==> src/rtl/io_bus_responder.sv <==
// io_bus_responder: peripheral end of the CPU IO bus (LED, seven-segment, hex entry).
// Latency: register writes and entry/commit pulses are visible one cycle later; io_din is combinational.
// Backpressure: out_vld/out_ack toward the display; the CPU polls in_vld; a commit while in_vld is set is dropped and flagged in ovf.
//
// Ports:
//   clk, rstn            clock, synchronous active-low reset
//   io_addr/io_dout/io_we/io_rd/io_din   CPU IO bus (word aligned, io_addr[1:0] ignored)
//   digit_p/digit/del_p/ent_p            hex entry pulses from switches/buttons
//   out_ack                              display consumed seg_data
//   led_out, seg_data, out_vld           display-side registers
//   entry_buf, in_vld, ovf               live entry, committed-input flag, sticky drop flag
// Optional macro IOBUS_ERR_EN: adds sticky bus_err for unmapped accesses (bit 2 at 0x14).
module io_bus_responder #(
  parameter int ADDR_W = 8,
  parameter int LED_W  = 16,
  parameter int DIGITS = 8
) (
  input  logic                  clk,
  input  logic                  rstn,
  input  logic [ADDR_W-1:0]     io_addr,
  input  logic [31:0]           io_dout,
  input  logic                  io_we,
  input  logic                  io_rd,
  output logic [31:0]           io_din,
  input  logic                  digit_p,
  input  logic [3:0]            digit,
  input  logic                  del_p,
  input  logic                  ent_p,
  input  logic                  out_ack,
  output logic [LED_W-1:0]      led_out,
  output logic [31:0]           seg_data,
  output logic                  out_vld,
  output logic [4*DIGITS-1:0]   entry_buf,
  output logic                  in_vld,
  output logic                  ovf
`ifdef IOBUS_ERR_EN
  ,
  output logic                  bus_err
`endif
);

  localparam int EW     = 4 * DIGITS;
  localparam int WIDX_W = ADDR_W - 2;

  // Word indices of the register map.
  localparam logic [WIDX_W-1:0] W_LED  = WIDX_W'(0);  // 0x00
  localparam logic [WIDX_W-1:0] W_STAT = WIDX_W'(1);  // 0x04
  localparam logic [WIDX_W-1:0] W_SEG  = WIDX_W'(2);  // 0x08
  localparam logic [WIDX_W-1:0] W_INV  = WIDX_W'(3);  // 0x0C
  localparam logic [WIDX_W-1:0] W_IND  = WIDX_W'(4);  // 0x10
  localparam logic [WIDX_W-1:0] W_CTL  = WIDX_W'(5);  // 0x14

  logic [WIDX_W-1:0] widx;
  assign widx = io_addr[ADDR_W-1:2];

  logic [LED_W-1:0] led_q,     led_d;
  logic [31:0]      seg_q,     seg_d;
  logic             out_vld_q, out_vld_d;
  logic [EW-1:0]    entry_q,   entry_d;
  logic [31:0]      in_data_q, in_data_d;
  logic             in_vld_q,  in_vld_d;
  logic             ovf_q,     ovf_d;
  logic             rd_clr;

`ifdef IOBUS_ERR_EN
  logic berr_q, berr_d;
  logic unmapped;
  assign unmapped = (widx > W_CTL);
`endif

  // A read of in_data this cycle frees the slot, so a same-cycle commit is accepted.
  assign rd_clr = io_rd && (widx == W_IND);

  always_comb begin
    led_d     = led_q;
    seg_d     = seg_q;
    out_vld_d = out_vld_q;
    entry_d   = entry_q;
    in_data_d = in_data_q;
    in_vld_d  = in_vld_q;
    ovf_d     = ovf_q;
`ifdef IOBUS_ERR_EN
    berr_d    = berr_q;
`endif

    if (io_we && (widx == W_LED)) begin
      led_d = io_dout[LED_W-1:0];
    end

    // Ack clears first so that a same-cycle seg write leaves out_vld set.
    if (out_ack) begin
      out_vld_d = 1'b0;
    end
    if (io_we && (widx == W_SEG)) begin
      seg_d     = io_dout;
      out_vld_d = 1'b1;
    end

    if (io_we && (widx == W_CTL) && io_dout[1]) begin
      ovf_d = 1'b0;
    end

    if (rd_clr) begin
      in_vld_d = 1'b0;
    end

    // Only the highest-priority entry pulse acts: ent_p > del_p > digit_p.
    if (ent_p) begin
      if (!in_vld_q || rd_clr) begin
        in_data_d = 32'(entry_q);
        in_vld_d  = 1'b1;
        entry_d   = '0;
      end else begin
        ovf_d = 1'b1;
      end
    end else if (del_p) begin
      entry_d = entry_q >> 4;
    end else if (digit_p) begin
      entry_d = {entry_q[EW-5:0], digit};
    end

`ifdef IOBUS_ERR_EN
    if (io_we && (widx == W_CTL) && io_dout[2]) begin
      berr_d = 1'b0;
    end
    if ((io_we || io_rd) && unmapped) begin
      berr_d = 1'b1;
    end
`endif
  end

  always_ff @(posedge clk) begin
    if (!rstn) begin
      led_q     <= '0;
      seg_q     <= '0;
      out_vld_q <= 1'b0;
      entry_q   <= '0;
      in_data_q <= '0;
      in_vld_q  <= 1'b0;
      ovf_q     <= 1'b0;
`ifdef IOBUS_ERR_EN
      berr_q    <= 1'b0;
`endif
    end else begin
      led_q     <= led_d;
      seg_q     <= seg_d;
      out_vld_q <= out_vld_d;
      entry_q   <= entry_d;
      in_data_q <= in_data_d;
      in_vld_q  <= in_vld_d;
      ovf_q     <= ovf_d;
`ifdef IOBUS_ERR_EN
      berr_q    <= berr_d;
`endif
    end
  end

  always_comb begin
    io_din = '0;
    if (io_rd) begin
      case (widx)
        W_STAT:  io_din = {31'b0, ~out_vld_q};
        W_INV:   io_din = {31'b0, in_vld_q};
        W_IND:   io_din = in_data_q;
`ifdef IOBUS_ERR_EN
        W_CTL:   io_din = {29'b0, berr_q, ovf_q, in_vld_q};
`else
        W_CTL:   io_din = {30'b0, ovf_q, in_vld_q};
`endif
        default: io_din = '0;
      endcase
    end
  end

  assign led_out   = led_q;
  assign seg_data  = seg_q;
  assign out_vld   = out_vld_q;
  assign entry_buf = entry_q;
  assign in_vld    = in_vld_q;
  assign ovf       = ovf_q;
`ifdef IOBUS_ERR_EN
  assign bus_err   = berr_q;
`endif

endmodule

==> config.mk <==
export PLATFORM = sky130hd
export DESIGN_NAME = io_bus_responder
export DESIGN_NICKNAME = d
export VERILOG_FILES = /design/src/rtl/io_bus_responder.sv
export SDC_FILE = /design/constraint.sdc
export NUM_CORES = 1
export LEC_CHECK = 0
export ABC_CLOCK_PERIOD_IN_PS = 4100
export CAP_MARGIN = 10
export CORE_MARGIN = 1
export CORE_UTILIZATION = 50
export DETAILED_ROUTE_END_ITERATION = 7
export PLACE_DENSITY = 0.86
export SYNTH_ARGS = -nofsm -noshare
export SYNTH_HDL_FRONTEND = slang
export SYNTH_SLANG_ARGS = --single-unit
==> constraint.sdc <==
create_clock -name clk -period 4.1 [get_ports clk]
set_input_delay 1.23 -clock clk [delete_from_list [all_inputs] [get_ports clk]]
set_output_delay 1.23 -clock clk [all_outputs]
set_load 0.1 [all_outputs]
# [After elaboration in Yosys (flattened, before gate mapping)]
# Cells that the tools add are included.
[word_totals] reg_bits=115 input_bits=52 output_inout_bits=115
[op_classes] n_eq_ne=6 muxes=14 bitwise_logic=1 n_reduce_logical=12
[ops] op="2-to-1 mux 32 bit" n=5
[ops] op="one-hot mux 32 bit (4 select lines)" n=1
[ops] op="equality test 6 x 2 -> 1 bit, second input constant" n=2
[ops] op="equality test 6 x 3 -> 1 bit, second input constant" n=2
[ops] op="2-to-1 mux 1 bit" n=8
[ops] op="equality test 6 x 1 -> 1 bit, second input constant" n=1
[ops] op="logical NOT 6 bit" n=1
[ops] op="logical AND 1 bit" n=5
[ops] op="AND reduction 2 bit" n=2
[ops] op="nonzero test 3 bit" n=1
[ops] op="!= test 2 x 1 -> 1 bit, second input constant" n=1
[ops] op="nonzero test 2 bit" n=1
[ops] op="logical NOT 1 bit" n=1
[ops] op="logical OR 1 bit" n=1
[ops] op="NOT 1 bit" n=1

# [Logic depth before layout (Yosys ltp)]
[depth] ltp_word=6 mapped_depth=6 depth_no_buf=3

# [Worst setup path before layout]
# No wires, ideal clock.
[synth_timing] path_kind="in2out" startpoint="input port io_addr[5]" endpoint="output port io_din[1]" t_arrival_ps=4985 required_time_ps=2870 slack_ps=-2115 cell_stages=3 path_cell_list="or4b_1 buf_2 nor4b_1"
[synth_via] elab_chain_cells=3 word_cells_on_any_way=6
[synth_rtl] element="start, declared" line="20" text="input logic [ADDR_W-1:0] io_addr,"
[synth_rtl] element="equality test 6 x 3 -> 1 bit, or another cell as far along" line="161" text="case (widx)"
[synth_rtl] element="one-hot mux 32 bit (4 select lines) *" line="161"
[synth_rtl] element="2-to-1 mux 32 bit *" line="160" text="if (io_rd) begin"
[synth_rtl] element="end, declared" line="24" text="output logic [31:0] io_din,"
# Mark *: on every way between the ends. The rest lies on a longest branch, timed or not.

# [Final worst setup path]
[layout_timing] startpoint="input port io_addr[6]" endpoint="output port io_din[27]"
# The elaborated chain is that of the path after synthesis.

==> impl_metrics.py <==
metrics = {
    "route": {
        "dr_total_vias": 4776,
        "routed_via_density": 5.458,
        "drt-total-wl_mm": 15.23,
        "ant_nets": 0,
        "drc": 0,
        "drt_iter0_markers": 287,
        "drt_pass1_iterations": 5,
        "wl_per_cell_um": 17.41,
    },
    "power_and_ir_drop": {
        "leakagePower_nw": 2.972,
        "power_density_mw_per_mm2": 341.8,
        "peakVddDrop_mv": 0.2744,
    },
    "sta": {
        "final_max_slew_viol_count": 0,
        "fmax_mhz": 245.4,
        "rsz0062_at_grt": "yes",
        "finClkSkew_ns": 0.005575,
        "setup_viol": 0,
        "hold_viol": 0,
        "fin_crit_sh_pct": 99.37,
        "relSlewSlack_pct": 29.44,
        "worst_pin_slew_ns": 1.058,
        "period_needed_ns": 4.074,
    },
    "logic_synthesis": {
        "synth_edf_count": 0,
        "syn_inst": 574,
        "synthTopCellsByCount": "172 x nand2_1, 115 x dfxtp_1, 81 x mux2i_1",
        "synth_cell_types": 32,
        "synth_top_cell_area_share_pct": 44.39,
        "syn_area_sq_mm": 0.005186,
        "synth.most_common_cell": "nand2_1",
        "ys.warnings.count": 0,
        "synth_area_per_cell_sq_um": 9.035,
        "synth_area_leaders": "dfxtp_1 44%, mux2i_1 16%, nand2_1 12%",
        "synth-seq-area-share_pct": 44.39,
        "synth-async-reset-ratio_pct": 0,
        "synth_ff_type": "dfxtp_1",
        "synth.ff_latch_count": 115,
        "synth_top_cell_by_area": "dfxtp_1",
        "synth_fp_nets": 626,
    },
    "global_routing": {
        "grt_first_pass_wirelength_mm": 23.98,
        "grt.overflow.total": 0,
        "grt_pass1_vias": 4785,
        "antenna_found_initial": 0,
        "grt_max_degree": 100,
        "grt_usage_pct": 27.65,
    },
    "cts": {
        "cts_buffers": 17,
        "htreeDepth": 4,
        "cts.sinks": 115,
        "cts_tree": "done",
        "cts-root-buf": "clkbuf_8",
        "path_clk_slew_ns": 0.05,
        "clock_latency_ns": 0.50,
        "clock_path_buffers": 2,
        "hold_buffers": 0,
    },
    "finish": {
        "fin_nets": 781,
        "fin_cells": 875,
        "synthToLayoutAreaGrowth_pct": 53.34,
        "n_fill_cell": 620,
        "diodes": 0,
        "utilization_pct": 80.25,
        "drive_above_1_share_pct": 21.29,
    },
    "place": {
        "hpwl_mm": 9.814,
        "place_inst": 839,
        "gp_routability_congestion": 0.8349,
        "port-buffer-count": 164,
    },
    "setup_path": {
        "cp_data_required_time_ns": 2.87,
        "cp-end-kind": "output pin",
        "path_max_fanout": 7,
        "start_kind": "input port",
        "arrival_ns": 2.84,
        "worstSetupPathType": "in -> out",
    },
    "die": {
        "initial_core_util_pct": 52.34,
        "fp.dieW_um": 103.8,
        "io_pins": 167,
        "core_area_sq_mm": 0.009910,
        "num_rows": 36,
        "die_area_sq_mm": 0.01078,
        "die_h_um": 103.8,
    },
    "outcome": {
        "outcome": "finished clean",
    },
    "hold_path": {
        "hp-class": "reg -> reg",
    },
    "flow_run": {
        "maxCapViolations": 0,
    },
}
-- per-layer routing --
layer | GRT usage [%] | share of wire, % | up-vias
li1 | - | - | 2262
met1 | 32.37 | 41 | 2306
met2 | 47.57 | 50 | 187
met3 | 9.251 | 7.2 | 21
met4 | 8.571 | 1.5 | 0
met5 | 0 | 0 | -
-- flip-flops by register name, summed over array words and instances (netlist names) --
register	cells
led_out	16
ovf	1
seg_data	32
in_data_q	32
entry_buf	32
in_vld	1
out_vld	1
-- report_power, final --
group          leakage (nW)  internal (mW)  total, mW  switching, mW
Combinational          1.78         0.0873      0.216          0.129
Sequential            0.927           1.12       1.13        0.00487
Clock                 0.268          0.825       1.37          0.549
Total                  2.97           2.04       2.72          0.683
-- cell type report --
cell class	instances	area (sq um)	share of cell area [%]
sequential	115	2302	28.95
clock inverter	14	128.9	1.621
tap	133	166.4	2.093
timing repair buffer	183	2161	27.17
clock buffer	18	427.9	5.381
multi-input combinational	411	2763	34.74
inverter	1	3.754	0.04720
-- repair_timing --
action,CTS,global route
gates resized for setup,13,21
pin swaps,4,2
endpoints found under the setup margin,32,31
hold endpoints to repair,0,0
gates cloned,0,2
setup buffers,1,1
-- through the flow --
stage	total power [mW]	instance area, sq um	worst slack (ns)	hold WS [ns]	setup TNS, ns
after global placement	1.359	7276	-0.09988	0.4418	-2.720
after global routing	2.806	7953	-0.01470	0.4759	-0.07517
final	2.718	7953	0.02569	0.4558	0
after floorplan	1.282	5254	-0.09021	0.4335	-0.09021
after detailed placement	1.364	7276	-0.1269	0.4489	-3.235
after CTS	2.730	7868	0.003213	0.4588	0
-- cells by family (layout without fill, tap and decap cells) --
group / Yosys count / in the layout / share of synthesized area [%]
DFF: 115 / 115 / 44.39
buffers and inverters: 48 / 216 / 4.753
and+or+nand+nor: 257 / 257 / 23.06
AOI/OAI and AO/OA: 45 / 45 / 6.080
muxes: 109 / 109 / 21.71
-- final timing paths --
kind                                                  from                         end  slack [ns]  cells past startpoint
worst max register to register           in_vld$_SDFF_PN0_  in_data_q[20]$_SDFFE_PN0P_        2.39                      2
worst max-delay path                            io_addr[6]                  io_din[27]        0.03                      7
worst min register to register  in_data_q[27]$_SDFFE_PN0P_  in_data_q[27]$_SDFFE_PN0P_        0.46                      2
worst min-delay path            in_data_q[27]$_SDFFE_PN0P_  in_data_q[27]$_SDFFE_PN0P_        0.46                      2
-- cell usage in the layout, fill, tap and decap left out, drive strengths merged --
cell type      netlist  routed
nand4b               2       2
nor2                 2       2
bufinv               0       1
or2                  1       1
o21ai               11      11
or3b                 1       1
clkinv               0       6
or4bb                2       2
clkbuf              25      19
mux2i               81      81
a21boi               2       2
nor4                 1       1
dlymetal6s2s         0       2
inv                  1       5
mux2                28      28
o22a                 1       1
clkinvlp             0       3
dlygate4sd2          0       4
or4b                 2       2
and2                35      35
o21a                 1       1
nor4b                3       3
dfxtp              115     115
nor3b                1       1
clkdlybuf4s50        0     123
nand3               28      28
nand2              172     172
o211ai              29      29
nor2b                7       7
buf                 22      53
a31oi                1       1
-- worst max-delay path, stage by stage --
cell	delay, ns
dlygate4sd2_1	0.26
or4b_4	0.58
nor2_4	0.18
buf_12	0.13
buf_6	0.12
and2_2	0.17
buf_12	0.17
Power figures use the tool's default switching activity.
